<file path="src/rtl/multicycle_sequencer.sv">
// Multi-cycle control FSM: fetch/decode/exec/mem/wb sequencing,
// datapath enables, ALU function decode and retire counting.
module multicycle_sequencer #(
  parameter int MEM_TIMEOUT = 255
) (
  input  logic        clk,
  input  logic        rstn,
  input  logic [31:0] inst,
  input  logic        alu_zero,
  input  logic        mem_ready,
  output logic        mem_req,
  output logic        mem_we,
  output logic        mem_sel,
  output logic        ir_we,
  output logic        pc_we,
  output logic [1:0]  pc_src,
  output logic        alu_src,
  output logic        imm_zext,
  output logic [5:0]  alu_func,
  output logic        reg_we,
  output logic        reg_dst,
  output logic        wb_sel,
  output logic        halted,
  output logic        illegal,
  output logic [31:0] instret
);

  typedef enum logic [2:0] {
    FETCH, DECODE, EXEC, MEM, WB, HALT, ERR
  } state_t;

  localparam logic [7:0] TIMEOUT = 8'(MEM_TIMEOUT);

  state_t      state, state_next;
  logic [7:0]  wait_cnt;
  logic [5:0]  op, funct;
  logic [19:0] unused_bits;
  logic        is_r, is_addi, is_andi, is_ori, is_slti;
  logic        is_beq, is_bne, is_lw, is_sw, is_j, is_halt;
  logic        is_legal, is_imm, timeout, retire;

  assign op          = inst[31:26];
  assign funct       = inst[5:0];
  assign unused_bits = inst[25:6];

  assign is_r    = op == 6'b000000;
  assign is_addi = op == 6'b001000;
  assign is_andi = op == 6'b001100;
  assign is_ori  = op == 6'b001101;
  assign is_slti = op == 6'b001010;
  assign is_beq  = op == 6'b000100;
  assign is_bne  = op == 6'b000101;
  assign is_lw   = op == 6'b100011;
  assign is_sw   = op == 6'b101011;
  assign is_j    = op == 6'b000010;
  assign is_halt = op == 6'b111111;

  assign is_imm   = is_addi | is_andi | is_ori | is_slti;
  assign is_legal = is_r | is_imm | is_beq | is_bne
                  | is_lw | is_sw | is_j | is_halt;

  always_comb begin
    alu_func = 6'b000000;
    unique case (1'b1)
      is_r:                   alu_func = funct;
      is_addi, is_lw, is_sw:  alu_func = 6'b100000;
      is_andi:                alu_func = 6'b100100;
      is_ori:                 alu_func = 6'b100101;
      is_slti:                alu_func = 6'b101010;
      is_beq, is_bne:         alu_func = 6'b100010;
      default:                alu_func = 6'b000000;
    endcase
  end

  // A ready in the cycle the counter hits the limit still wins.
  assign timeout = (wait_cnt == TIMEOUT) && !mem_ready;

  always_comb begin
    state_next = state;
    mem_req    = 1'b0;
    mem_we     = 1'b0;
    mem_sel    = 1'b0;
    ir_we      = 1'b0;
    pc_we      = 1'b0;
    pc_src     = 2'b00;
    alu_src    = 1'b0;
    imm_zext   = 1'b0;
    reg_we     = 1'b0;
    reg_dst    = 1'b0;
    wb_sel     = 1'b0;
    unique case (state)
      FETCH: begin
        mem_req = 1'b1;
        if (mem_ready) begin
          ir_we      = 1'b1;
          pc_we      = 1'b1;
          state_next = DECODE;
        end else if (timeout) begin
          state_next = ERR;
        end
      end
      DECODE: begin
        if (is_halt)        state_next = HALT;
        else if (!is_legal) state_next = ERR;
        else                state_next = EXEC;
      end
      EXEC: begin
        alu_src  = is_imm | is_lw | is_sw;
        imm_zext = is_andi | is_ori;
        if (is_beq || is_bne) begin
          pc_we      = is_beq ? alu_zero : !alu_zero;
          pc_src     = 2'b01;
          state_next = FETCH;
        end else if (is_j) begin
          pc_we      = 1'b1;
          pc_src     = 2'b10;
          state_next = FETCH;
        end else if (is_lw || is_sw) begin
          state_next = MEM;
        end else begin
          state_next = WB;
        end
      end
      MEM: begin
        mem_req = 1'b1;
        mem_sel = 1'b1;
        mem_we  = is_sw;
        if (mem_ready)    state_next = is_lw ? WB : FETCH;
        else if (timeout) state_next = ERR;
      end
      WB: begin
        reg_we     = 1'b1;
        reg_dst    = is_r;
        wb_sel     = is_lw;
        state_next = FETCH;
      end
      HALT, ERR: state_next = state;
      default:   state_next = ERR;
    endcase
  end

  assign retire = (state_next == FETCH)
               && (state == EXEC || state == MEM || state == WB);

  always_ff @(posedge clk or negedge rstn) begin
    if (!rstn) begin
      state    <= FETCH;
      wait_cnt <= '0;
      instret  <= '0;
    end else begin
      state <= state_next;
      if (state_next != state)
        wait_cnt <= '0;
      else if (mem_req && !mem_ready)
        wait_cnt <= wait_cnt + 8'd1;
      if (retire)
        instret <= instret + 32'd1;
    end
  end

  assign halted  = state == HALT;
  assign illegal = state == ERR;

endmodule

</file>
<file path="config.mk">
export PLATFORM = sky130hd
export DESIGN_NAME = multicycle_sequencer
export DESIGN_NICKNAME = d
export VERILOG_FILES = /design/src/rtl/multicycle_sequencer.sv
export SDC_FILE = /design/constraint.sdc
export NUM_CORES = 1
export LEC_CHECK = 0
export ABC_AREA = 1
export CELL_PAD_IN_SITES_DETAIL_PLACEMENT = 0
export CELL_PAD_IN_SITES_GLOBAL_PLACEMENT = 1
export CORE_MARGIN = 1.5
export CORE_UTILIZATION = 30
export DETAILED_ROUTE_END_ITERATION = 7
export GPL_TIMING_DRIVEN = 0
export PLACE_DENSITY_LB_ADDON = 0.05
export SLEW_MARGIN = 20
export SYNTH_ARGS = -nofsm -noshare
export SYNTH_HDL_FRONTEND = slang
export SYNTH_SLANG_ARGS = --single-unit
</file>
<file path="constraint.sdc">
create_clock -name clk -period 1.71 [get_ports clk]
set_clock_uncertainty 0.1 [all_clocks]
set_input_delay 0.171 -clock clk [delete_from_list [all_inputs] [get_ports clk]]
set_output_delay 0.171 -clock clk [all_outputs]
set_load 0.005 [all_outputs]
</file>
======== Yosys cells after proc, flatten, opt, wreduce, memory -nomap -nowiden ========
Index checks and enable logic that the tools add are counted.
W data, S select, Z words.
storage, ports and cells
  flip-flop bits (word level) ............. 43
  logic and storage cells ................. 83
  output and inout bits ................... 52
  input port bits ......................... 36
cells by class
  equality and inequality tests ........... 18
  reductions and logical operators ........ 17
  bitwise logic cells ..................... 13
  add/sub/neg operators ................... 2
  mux-type cells .......................... 30
operator list
  cell                     number
  $pmux W6 S6              1
  $add A32 B1 Y32 const B  1
  $mux W3                  9
  $eq A6 B4 Y1 const B     4
  $eq A6 B6 Y1 const B     3
  $pmux W3 S6              1
  $mux W8                  2
  $mux W1                  13
  $or A1 B1 Y1             13
  $eq A6 B3 Y1 const B     2
  $eq A3 B3 Y1 const B     3
  $add A8 B1 Y8 const B    1
  $eq A8 B8 Y1 const B     1
  $eq A3 B2 Y1 const B     2
  $eq A6 B2 Y1 const B     1
  $logic_not A3 Y1         2
  $logic_not A6 Y1         1
  $mux W2                  3
  $reduce_or A2 Y1         3
  $logic_or A1 B1 Y1       4
  $eq A3 B1 Y1 const B     1
  $logic_and A1 B1 Y1      3
  $ne A3 B3 Y1             1
  $reduce_or A3 Y1         1
  other kinds (3)          4

======== Longest topological paths before layout ========
Gate-level depths: netlist (run 1).
  word-level depth ........................ 16
  gate-level depth with buffers ........... 13
  mapped depth without buffers ............ 11

======== Least setup slack after synthesis (run 1) ========
No wires, ideal clock.
  path kind ............................... register -> register
  start ................................... register state[0]
  end ..................................... register instret[24]
  stages on the path, launching flop included .. 13
  arrival ................................. 1575 ps
  slack ................................... -82 ps
  path through ............................ dfrtp_1 buf_2 nor2_2 nand2_2 inv_2 nand2_1 nor2_1 nor2_1 and2_1 buf_6 buf_4 nand3_1 nand2_1
on the way
  word-level cells in the longest chain between the ends .. 5
  elaborated cells on any way between the ends .. 16
RTL lines
  element                                   RTL line     text
  start: declaration                        34           state_t state, state_next;
  start signal: assignment                  151          state <= state_next;
  $eq A3 B3 Y1 or $mux W3 (tied branches)   91, 98, 129
  $reduce_or A2 Y1 (tied with other cells)  91           unique case (state)
  $pmux W3 S6                               91
  $logic_not A3 Y1                          142          assign retire = (state_next == FETCH)
  $logic_and A1 B1 Y1 (*)                   143          && (state == EXEC || state == MEM || state == WB);
  end signal: assignment                    157          instret <= instret + 32'd1;
  end: declaration                          25           output logic [31:0] instret
Mark *: on every way between the ends. The rest lies on a longest branch, timed or not.
A chain may end at the register's enable or synchronous reset.

======== Final worst setup path (run 1) ========
  start ................................... register state[0]
  end ..................................... output port pc_we
on the way
  word-level cells in the longest chain between the ends .. 2
  elaborated cells on any way between the ends .. 3
RTL lines
  element                                           RTL line  text
  $eq A3 B2 Y1 or $logic_not A3 Y1 (tied branches)  91
  $pmux W1 S2 (*)                                   91
  end: declaration                                  15        output logic pc_we,
Marked as above.

==> results of run 1 <==
## cells in the mapped netlist
cell / count
nand4_1: 5
nor2_2: 2
buf_2: 2
o2111ai_1: 1
xnor2_1: 11
nand2_1: 167
dfrtp_1: 43
a311o_1: 1
nor2_1: 75
nand3_2: 3
ha_1: 2
nor2_4: 1
inv_1: 44
nand2_4: 1
a21oi_1: 1
nand3_1: 61
buf_6: 4
nand3b_1: 3
xor2_1: 23
a21oi_4: 1
buf_4: 6
o21ai_0: 3
and2_1: 1
or2_2: 1
nand2_2: 2
nor3_1: 19
inv_2: 5
## power by group
part | internal [mW] | switching [mW] | total [mW] | leakage, nW
clock | 0.286 | 0.380 | 0.666 | 0.0412
combinational | 0.0559 | 0.0730 | 0.129 | 1.64
sequential | 1.02 | 0 | 1.02 | 0.590
total | 1.36 | 0.453 | 1.81 | 2.27
## layout make-up
class	instances	area share (%)
clock buffer	6	1.51
buffer	12	2.88
multi-input combinational	384	43.9
sequential	43	22.4
timing repair buffer	115	21.5
inverter	49	4.03
clock inverter	2	0.260
tap	136	3.53
## routing by layer
metal / global-route usage (%) / vias to the layer above / part of all wire [%]
met4: 3.96 / 0 / 1.1
met1: 28.9 / 1616 / 52
met2: 28.0 / 73 / 43
met5: 0 / - / 0
li1: - / 1778 / -
met3: 2.94 / 10 / 4.3
## logic make-up after synthesis
logic type	after synthesis	synth area share (%)
fa+ha+maj	2	0.784
xor+xnor	34	9.33
compound gates	7	1.73
flops	43	33.7
simple gates	341	45.5
buf+inv	61	8.90
## cells in the final DEF (no fill, tap or decap), types with 8 or more instances in the layout
master           instances
nand3_2                 14
nor2_4                   8
dfrtp_1                 41
nand2_2                 20
nand2_1                147
xnor2_1                 11
dlygate4sd2_1           14
nor3_1                  15
buf_6                   20
xor2_1                  23
inv_1                   38
nor2_1                  57
clkdlybuf4s50_1         39
buf_4                   34
nand3_1                 47
nor2_2                  13
## metrics by stage
stage,util (%),setup slack [ns]
final,46.7,-0.304
after global routing,46.7,-0.376
after CTS,44.6,-0.221
after detailed placement,39.5,-0.665
after global placement,39.4,-1.18
after floorplan,-,0.00409
## how the worst min path moves through the flow
| stage | start | endpoint | slack, ns | depth (start not counted) |
|---|---|---|---|---|
| final | rstn | instret[16] | 0.25 | 2 |
| after global routing | rstn | instret[16] | 0.30 | 2 |
| after CTS | rstn | instret[16] | 0.27 | 2 |
| after detailed placement | rstn | instret[16] | 0.05 | 1 |
| after global placement | instret[31] | instret[31] | 0.40 | 2 |
| after floorplan | rstn | instret[0] | -0.22 | 0 |
## sequential cells by signal (all words and copies together), names as in the netlist
register and flops:
instret 32, state 3, wait_cnt 8
## repair_timing
item,4_1_cts,5_1_grt
endpoints found under the hold margin,17,0
resized for setup,104,57
pin swaps,15,11
buffers inserted,31,11
endpoints found under the setup margin,61,53
hold buffers,1,0
gates cloned,2,2
==> results by group, run 1 <==
Final layout
  – Area of the multi-input gates: between 2000 and 2500 sq um
  – FF+latch area: 1080 sq um
  – # diodes: 0
  – Synthesis-to-layout area growth: 51.0%
  – Design area: about 4800 sq um
  – Share of cells above drive strength 1: 26.5%
  – Final Non-Filler Cells: 747
  – Post-layout nets: between 600 and 700
  – Filler Cells Inserted: roughly 1100

Worst setup path
  – Crit path max-delay family: buffers and inverters
  – Setup crit start: state[0]
  – Critical-path top delay cell: dfrtp_1
  – R2R cell count: 12
  – R2R Setup Slk: -0.27 ns
  – Worst-path fanout max: 8
  – Worst Path Required: 1.44 ns
  – Crit path DAT: around 1.7 ns
  – Reg-to-reg startpoint: state[0]
  – RR Endpoint: instret[21]
  – Worst setup path endpoint: pc_we
  – CP Buf/Inv Count: 6
  – Largest stage delay, worst path: between 0.3 and 0.4 ns
  – Worst setup EP type: output port
  – Startpoint class of the critical path: flip-flop
  – Crit path top cell by count: buf_6
  – CP Depth: 9
  – Crit-path cells: buf_6 -> nor2_4 -> buf_4 -> buf_6 -> buf_6 -> nand3_4 -> inv_2 -> a311o_1 -> clkbuf_2
  – Critical path class: flip-flop to output port

Timing
  – Slew @ Worst Pin: approximately 0.46 ns
  – Crit path time final: between 2 and 2.5 ns
  – Worst hold margin: ~0.25 ns
  – Setup_tns: -8.96 ns
  – Final Max Tran Viols: 0
  – Headroom to the max-slew limit: between 60% and 70%
  – Final period util: 118%
  – Final setup margin: -0.304 ns
  – Final Hold Fails: 0
  – Highest clock rate: approximately 500 MHz
  – Endpoints failing setup: 44
  – Unrepaired setup endpoints after global routing: true

Job
  – Max-cap check violation count: 0

Clock network
  – TritonCTS clock tree: done
  – CTS Sinks: between 40 and 50
  – CTS H-tree lvls: 2
  – Root Driver: clkbuf_8
  – Clock Tree Buf Depth: 2
  – Clock transition at path regs: roughly 0.090 ns
  – Worst-Skew Late Latency: roughly 0.30 ns
  – Num CTS Buffers: 5

Status
  – Status: finished with violations
  – Failing checks: setup timing

Route
  – First DRT Iteration DRCs: 148
  – Via-to-Cell Ratio: approximately 4.7
  – DR WL/cell: ~14 um
  – Post-Route WL: a little over 10000 um
  – DRC violations left: 0
  – Post-route antenna net violation count: 0
  – Drt pass-1 iters: 4
  – Vias after detailed routing: approximately 3500

Global routing
  – Remaining global-route overflow: 0
  – Initial antenna violation count: 0
  – First-pass GRT wire length: around 17000 um
  – Vias in the first global route: between 3000 and 4000
  – Largest net degree at the start of global routing: 27
  – Overall Global Routing Usage: 19.0%

Synth
  – Sequential area share after synthesis: around a third
  – Mapped cell area: around 3200 sq um
  – Synth top area share: 33.7%
  – Library cells used by synthesis: 27
  – Flops & latches, synth: 43
  – Ranking of synthesized cells by area: dfrtp_1 (34%), nand2_1 (20%), nand3_1 (9.6%)
  – Syn Inst Count: between 400 and 500
  – Avg Cell Area, Syn: 6.54 sq um
  – Syn Nets: 526
  – Yosys top cell by area: dfrtp_1
  – Ys Warns: 0

Floorplan
  – Die Ht: ~110 um
  – Total core area: about 10000 sq um
  – Num rows: 37
  – Die width: approximately 110 um
  – I/O pins: 88
  – Initial Util: 30.9%
  – DIE AREA: between 10000 and 15000 sq um

Placement
  – Area after DPL: roughly 4100 sq um
  – DP Wirelength: ~7700 um
  – Number of buffers inserted by port buffering: between 60 and 70
  – Inst Count DP: just under 700
  – Gpl congestion: around 0.85

Pwr
  – Maximum vdd drop: around 250 uV
  – Total chip power: between 1.5 and 2 mW
  – Leakage: 2.27 nW
  – Power Dens Cells: roughly 380 nW/um^2

Min path
  – Worst Hold Class: primary input to asynchronous set/reset pin
(Power assumes the default switching activity.)
==> inputs of run 2 (changes only) <==
- SKIP_LAST_GASP: default -> 1
==> run 2 against run 1 <==
Effect of this change: the run still ends with setup timing left; sequential cell count unchanged; worst setup slack better by 0.060 ns; via count down 1.8%; worst hold slack worse by 0.0065 ns; final area down 0.96%; clock-buffer cell count unchanged; clock power about the same; largest power group unchanged; highest routed layer unchanged.
==> results by group, run 2 (synthesis gave the netlist of run 1 again) <==
Clock network
  – Root Driver: clkbuf_8
  – Clock Tree Buf Depth: 2 (unchanged)
  – CTS Sinks: 43 (unchanged)
  – Num CTS Buffers: 5 (unchanged)
  – TritonCTS clock tree: done
  – Worst-Skew Late Latency: 0.30 ns (about the same)
  – CTS H-tree lvls: 2 (unchanged)
  – Clock transition at path regs: 0.09 ns (about the same)

Final layout
  – Commonest non-fill, non-tap cell in the layout: nand2_1
  – Share of cells above drive strength 1: 24.4% (-2.1 points)
  – Filler Cells Inserted: 1100 (+0.46%)
  – Top reg by flops: instret
  – Max reg flops: 32 (unchanged)
  – Final Non-Filler Cells: 743 (-0.54%)
  – Post-layout nets: 644 (-0.62%)
  – Commonest cells after routing, fill and taps aside: nand2_1 (150), nor2_1 (56), nand3_1 (51)
  – # diodes: 0 (unchanged)
  – Design area: 4770 sq um (-0.96%)
  – Top flop regs: instret: 32 flops, wait_cnt: 8 flops, state: 3 flops
  – Synthesis-to-layout area growth: 49.5%

Worst setup path
  – Worst setup EP type: flip-flop
  – R2R cell count: 12 (unchanged)
  – RR Endpoint: instret[19]
  – Startpoint class of the critical path: flip-flop
  – Worst-path fanout max: 8 (unchanged)
  – R2R Setup Slk: -0.24 ns (+0.03 ns)
  – Crit path DAT: 2.10 ns (+0.36 ns)
  – Worst Path Required: 1.85 ns (+0.41 ns)
  – Reg-to-reg startpoint: state[0]
  – Critical path class: flip-flop to flip-flop

Global routing
  – Vias in the first global route: 3295 (-0.42%)
  – Remaining global-route overflow: 0 (unchanged)
  – First-pass GRT wire length: 17000 um (-0.20%)
  – Largest net degree at the start of global routing: 27 (unchanged)
  – Overall Global Routing Usage: 18.9% (-0.026 points)
  – Initial antenna violation count: 0 (unchanged)

Timing
  – Slew @ Worst Pin: 0.466 ns (+0.00202 ns)
  – Highest clock rate: 512 MHz (+3.0%)
  – Unrepaired setup endpoints after global routing: true
  – Final period util: 114% (-3.5 points)
  – Final setup margin: -0.245 ns (+0.0596 ns)
  – Endpoints failing setup: 46 (+4.5%)
  – Final Hold Fails: 0 (unchanged)
  – Headroom to the max-slew limit: 68.9% (-0.13 points)
  – Final Max Tran Viols: 0 (unchanged)
  – Crit path time final: 1.95 ns (-0.0596 ns)

Pwr
  – Internal power: 1.36 mW (about the same)
  – Switching share of power: 25.0% (-0.046 points)
  – Leakage: 2.30 nW (+1.2%)
  – Sw power: 0.452 mW (-0.28%)
  – Maximum vdd drop: 248 uV (-0.65%)
  – Combinational share of power: 7.0% (about the same)
  – Power Dens Cells: 379 nW/um^2 (+0.87%)
  – Share of power burned in registers: 56.1% (about the same)
  – Clock power frac: 36.8% (about the same)
  – Total chip power: 1.81 mW (about the same)

Route
  – Via-to-Cell Ratio: 4.59 (-1.3%)
  – DRC violations left: 0 (unchanged)
  – Drt pass-1 iters: 4 (unchanged)
  – Vias after detailed routing: 3414 (-1.8%)
  – Post-route antenna net violation count: 0 (unchanged)
  – DR WL/cell: 13.7 um (-0.99%)
  – Post-Route WL: 10200 um (-1.5%)
  – First DRT Iteration DRCs: 179 (+21%)

Min path
  – WHS Endpoint: state[1]
  – Hold_sp: mem_ready
  – Worst Hold Class: primary input to flip-flop
  – Hold depth: 4

Placement
  – Number of buffers inserted by port buffering: 67 (unchanged)
  – Area after DPL: 4080 sq um (unchanged)
  – DP Wirelength: 7690 um (unchanged)
  – Inst Count DP: 692 (unchanged)
  – Pre-CTS setup slack: -0.665 ns (unchanged)
  – Gpl congestion: 0.846 (unchanged)

Floorplan
  – DIE AREA: 11300 sq um (unchanged)
  – Die width: 106 um (unchanged)
  – I/O pins: 88 (unchanged)
  – Num rows: 37 (unchanged)
  – Die Ht: 106 um (unchanged)
  – Initial Util: 30.9% (unchanged)
  – Total core area: 10300 sq um (unchanged)

Job
  – Max-cap check violation count: 0 (unchanged)

Status
  – Failing checks: setup timing
  – Status: finished with violations
[run 2: changes by cell type in the layout (fill, tap and decap cells not counted), moves of 2 or more]
cell and change:
buf_2 -2, buf_4 -3, dlygate4sd2_1 -2, dlymetal6s2s_1 +4, nand2_1 +3, nand2_2 -4
nand3_1 +4, nand3_2 -3, nor2_2 +2
[run 2: how the worst max path moves through the flow]
stage               cells after the start         from  slack [ns]          end
global route                            8   instret[0]       -0.38  instret[16]
finish                                 12     state[0]       -0.24  instret[19]
floorplan                              12  wait_cnt[0]       0.004   instret[2]
global placement                        1         rstn       -1.18     state[1]
detailed placement                      7     inst[31]       -0.67        pc_we
CTS                                     5     state[2]       -0.23       wb_sel
[run 2: cell type report]
class / count / area [sq um] / share of cell area [%]
Sequential cell: 43 / 1080 / 22.6
Buffer: 12 / 139 / 2.91
Clock buffer: 6 / 72.6 / 1.52
Clock inverter: 2 / 12.5 / 0.262
Tap cell: 136 / 170 / 3.57
Inverter: 49 / 191 / 4.01
Timing Repair Buffer: 111 / 1030 / 21.6
Multi-Input combinational cell: 384 / 2070 / 43.5
[run 2: critical path, stage by stage (launching register included)]
cell	delay [ns]
dfrtp_1	0.38
buf_6	0.14
nor2_4	0.19
nand2_2	0.09
nand3b_1	0.20
nand3_2	0.11
nor2_2	0.04
and2_4	0.16
buf_8	0.14
nand2_8	0.09
buf_6	0.14
nand2_2	0.05
nand2_1	0.06
[run 2: metrics by stage]
step,hold slack (ns),util (%),TNS [ns]
floorplan,-0.225,-,0
global placement,0.402,39.4,-75.73
detailed placement,0.0550,39.5,-31.20
CTS,0.268,44.5,-7.76
global route,0.282,46.2,-13.84
finish,0.244,46.2,-8.51
[run 2: what timing repair did]
item / in CTS / in global routing
cloned: 2 / 2
endpoints found under the hold margin: 17 / 0
setup endpoints to repair: 61 / 54
setup buffers: 31 / 8
resized for setup: 94 / 52
hold buffers: 1 / 0
pin swaps: 15 / 16
[run 2: layer usage]
layer | GRT usage, % | vias up | wire length (um)
met2 | 27.8 | 72 | 4320
met3 | 2.94 | 7 | 456
met4 | 3.96 | 0 | 91
met5 | 0 | - | 0
met1 | 29.0 | 1562 | 5320
li1 | - | 1773 | -
[run 2: power groups by stage]
stage	combinational, mW	sequential [mW]	clock (mW)
final	0.127	1.02	0.666
after global routing	0.143	1.02	0.748
after CTS	0.128	1.02	0.702
after detailed placement	0.111	1.04	0
after global placement	0.107	1.04	0
after floorplan	0.0300	1.04	0
==> inputs of run 3 (changes only) <==
- CORE_MARGIN: 1.5 -> 2
- SLEW_MARGIN: 20 -> default
==> run 3 against run 2 <==
Effect of this change: the flow still finishes with violations (setup timing); via count is 1.1% higher; combinational power hardly changed; non-clock buffer count is 9 lower; critical path depth is 1 higher; final area is 1.8% lower; die area is 1.9% higher; critical endpoint is now instret[2].
==> results by group, run 3 (synthesis gave the netlist of run 1 again) <==
Status
  – Status: finished with violations
  – Failing checks: setup timing

Worst setup path
  – CP Buf/Inv Count: 4 (+1)
  – Reg-to-reg startpoint: state[0]
  – Critical-path top delay cell: dfrtp_1
  – Worst Path Required: 1.81 ns (-0.04 ns)
  – Crit-path cells: buf_6 -> buf_12 -> nand3_2 -> nand2_2 -> nor2_2 -> nand3_1 -> nor2_1 -> and2_1 -> buf_6 -> nand2_8 -> buf_8 -> nand2_1 -> nand2_1
  – Startpoint class of the critical path: flip-flop
  – Crit path max-delay family: simple AND/OR/NAND/NOR gates
  – Worst-path fanout max: 10 (+2)
  – Setup crit start: state[0]
  – Worst setup EP type: flip-flop
  – Crit path DAT: 2.11 ns (about the same)
  – Largest stage delay, worst path: 0.38 ns (about the same)
  – Critical path class: flip-flop to flip-flop

Timing
  – Endpoints failing setup: 47 (+2.2%)
  – Final period util: 118% (+3.4 points)
  – Final setup margin: -0.303 ns (-0.0588 ns)
  – Final Hold Fails: 0 (unchanged)
  – Final Max Tran Viols: 0 (unchanged)
  – Headroom to the max-slew limit: 64.6% (-4.3 points)
  – Crit path time final: 2.01 ns (+0.0588 ns)
  – Unrepaired setup endpoints after global routing: true
  – Slew @ Worst Pin: 0.527 ns (+0.0608 ns)
  – Worst hold margin: 0.200 ns (-0.0449 ns)
  – Highest clock rate: 497 MHz (-2.9%)
  – Setup_tns: -11.26 ns (-2.75 ns)

Pwr
  – Power Dens Cells: 406 nW/um^2 (+7.1%)
  – Leakage: 2.23 nW (-2.9%)
  – Total chip power: 1.90 mW (+5.2%)
  – Maximum vdd drop: 261 uV (+5.2%)

Clock network
  – CTS Sinks: 43 (unchanged)
  – Clock transition at path regs: 0.10 ns (about the same)
  – Worst-Skew Late Latency: 0.31 ns (about the same)
  – CTS H-tree lvls: 2 (unchanged)
  – Clock Tree Buf Depth: 2 (unchanged)
  – TritonCTS clock tree: done
  – Num CTS Buffers: 5 (unchanged)
  – Root Driver: clkbuf_8

Placement
  – DP Wirelength: 7760 um (+1.0%)
  – Area after DPL: 4080 sq um (unchanged)
  – Pre-CTS setup slack: -0.671 ns (-0.00544 ns)
  – Number of buffers inserted by port buffering: 67 (unchanged)
  – Gpl congestion: 0.843 (-0.39%)

Floorplan
  – DIE AREA: 11500 sq um (+1.9%)
  – Num rows: 37 (unchanged)
  – Total core area: 10300 sq um (unchanged)
  – I/O pins: 88 (unchanged)
  – Die width: 107 um (+0.94%)
  – Die Ht: 107 um (+0.94%)
  – Initial Util: 30.9% (unchanged)

Route
  – Post-route antenna net violation count: 0 (unchanged)
  – First DRT Iteration DRCs: 134 (-25%)
  – Via-to-Cell Ratio: 4.70 (+2.4%)
  – Drt pass-1 iters: 4 (unchanged)
  – DRC violations left: 0 (unchanged)
  – Vias after detailed routing: 3452 (+1.1%)
  – DR WL/cell: 14.5 um (+5.4%)
  – Post-Route WL: 10600 um (+4.1%)

Global routing
  – Remaining global-route overflow: 0 (unchanged)
  – Met2 Use GR: 26.8% (-1.0 points)
  – Overall Global Routing Usage: 18.7% (-0.25 points)
  – Vias in the first global route: 3152 (-4.3%)
  – Largest net degree at the start of global routing: 31 (+15%)
  – Gr busiest metal: met1
  – Initial antenna violation count: 0 (unchanged)
  – First-pass GRT wire length: 17000 um (-0.36%)
  – Grt met1 use: 29.2% (+0.22 points)
  – Met3 GRT Util: 2.92% (-0.025 points)

Min path
  – Worst Hold Class: primary input to asynchronous set/reset pin

Final layout
  – Top reg by flops: instret
  – Post-layout nets: 635 (-1.4%)
  – # diodes: 0 (unchanged)
  – Max reg flops: 32 (unchanged)
  – Top flop regs: instret: 32 flops, wait_cnt: 8 flops, state: 3 flops
  – Share of cells above drive strength 1: 22.1% (-2.3 points)
  – Commonest cells after routing, fill and taps aside: nand2_1 (147), nor2_1 (62), nand3_1 (52)
  – Filler Cells Inserted: 1116 (+1.5%)
  – Synthesis-to-layout area growth: 46.8%
  – Commonest non-fill, non-tap cell in the layout: nand2_1
  – Design area: 4680 sq um (-1.8%)

Job
  – Max-cap check violation count: 0 (unchanged)
run 3: changes by cell type in the layout (fill, tap and decap cells not counted), sizes merged:
cell and delta:
clkdlybuf4s15 -1, dlymetal6s2s -3, clkdlybuf4s50 +6, clkbuf +1
clkinv -1, buf -11
run 3: per-stage QoR:
step,instances,utilization (%)
2_1_floorplan,488,-
3_3_place_gp,691,39.4
3_5_place_dp,692,39.5
4_1_cts,724,44.1
5_1_grt,734,45.4
6_report,734,45.4
run 3: per-layer routing:
| layer | wire (um) | part of all wire (%) | up-vias |
|---|---|---|---|
| li1 | - | - | 1754 |
| met4 | 78 | 0.74 | 0 |
| met5 | 0 | 0 | - |
| met2 | 4450 | 42 | 81 |
| met1 | 5480 | 52 | 1610 |
| met3 | 599 | 5.6 | 7 |
run 3: final cells by class:
type	count	area, sq um	area share [%]
well taps	136	170	3.63
repair buffers	102	965	20.6
clock buffers	7	96.3	2.06
clock inverters	1	7.51	0.160
inverters	49	189	4.03
plain buffers	12	135	2.89
multi-input cells	384	2040	43.6
flip-flops and latches	43	1080	23.0
run 3: worst register-to-register path, delay by kind of cell, from the launching register on:
family,cells,cell delay (ns)
flops,1,0.38
buf+inv,4,0.60
simple gates,9,0.85
run 3: power by group:
part	total (mW)	internal (mW)	switching (mW)
Combinational	0.126	0.0555	0.0706
Sequential	1.02	1.02	0
Clock	0.761	0.369	0.392
Total	1.90	1.44	0.463
run 3: final timing paths:
check / to / slack (ns) / cells past startpoint
min in group clk: instret[30] / 0.43 / 2
worst min-delay path: instret[31] / 0.20 / 2
max in group asynchronous: state[1] / 0.80 / 3
worst max-delay path: instret[2] / -0.30 / 13
worst max register to register: instret[2] / -0.30 / 13
worst min register to register: instret[30] / 0.43 / 2
run 3: repair_timing:
action | CTS | global route
setup endpoints to repair | 61 | 57
pin swaps | 12 | 14
hold buffers | 1 | 0
endpoints found under the hold margin | 13 | 0
gates resized for setup | 74 | 42
gates cloned | 3 | 0
buffers inserted | 21 | 10
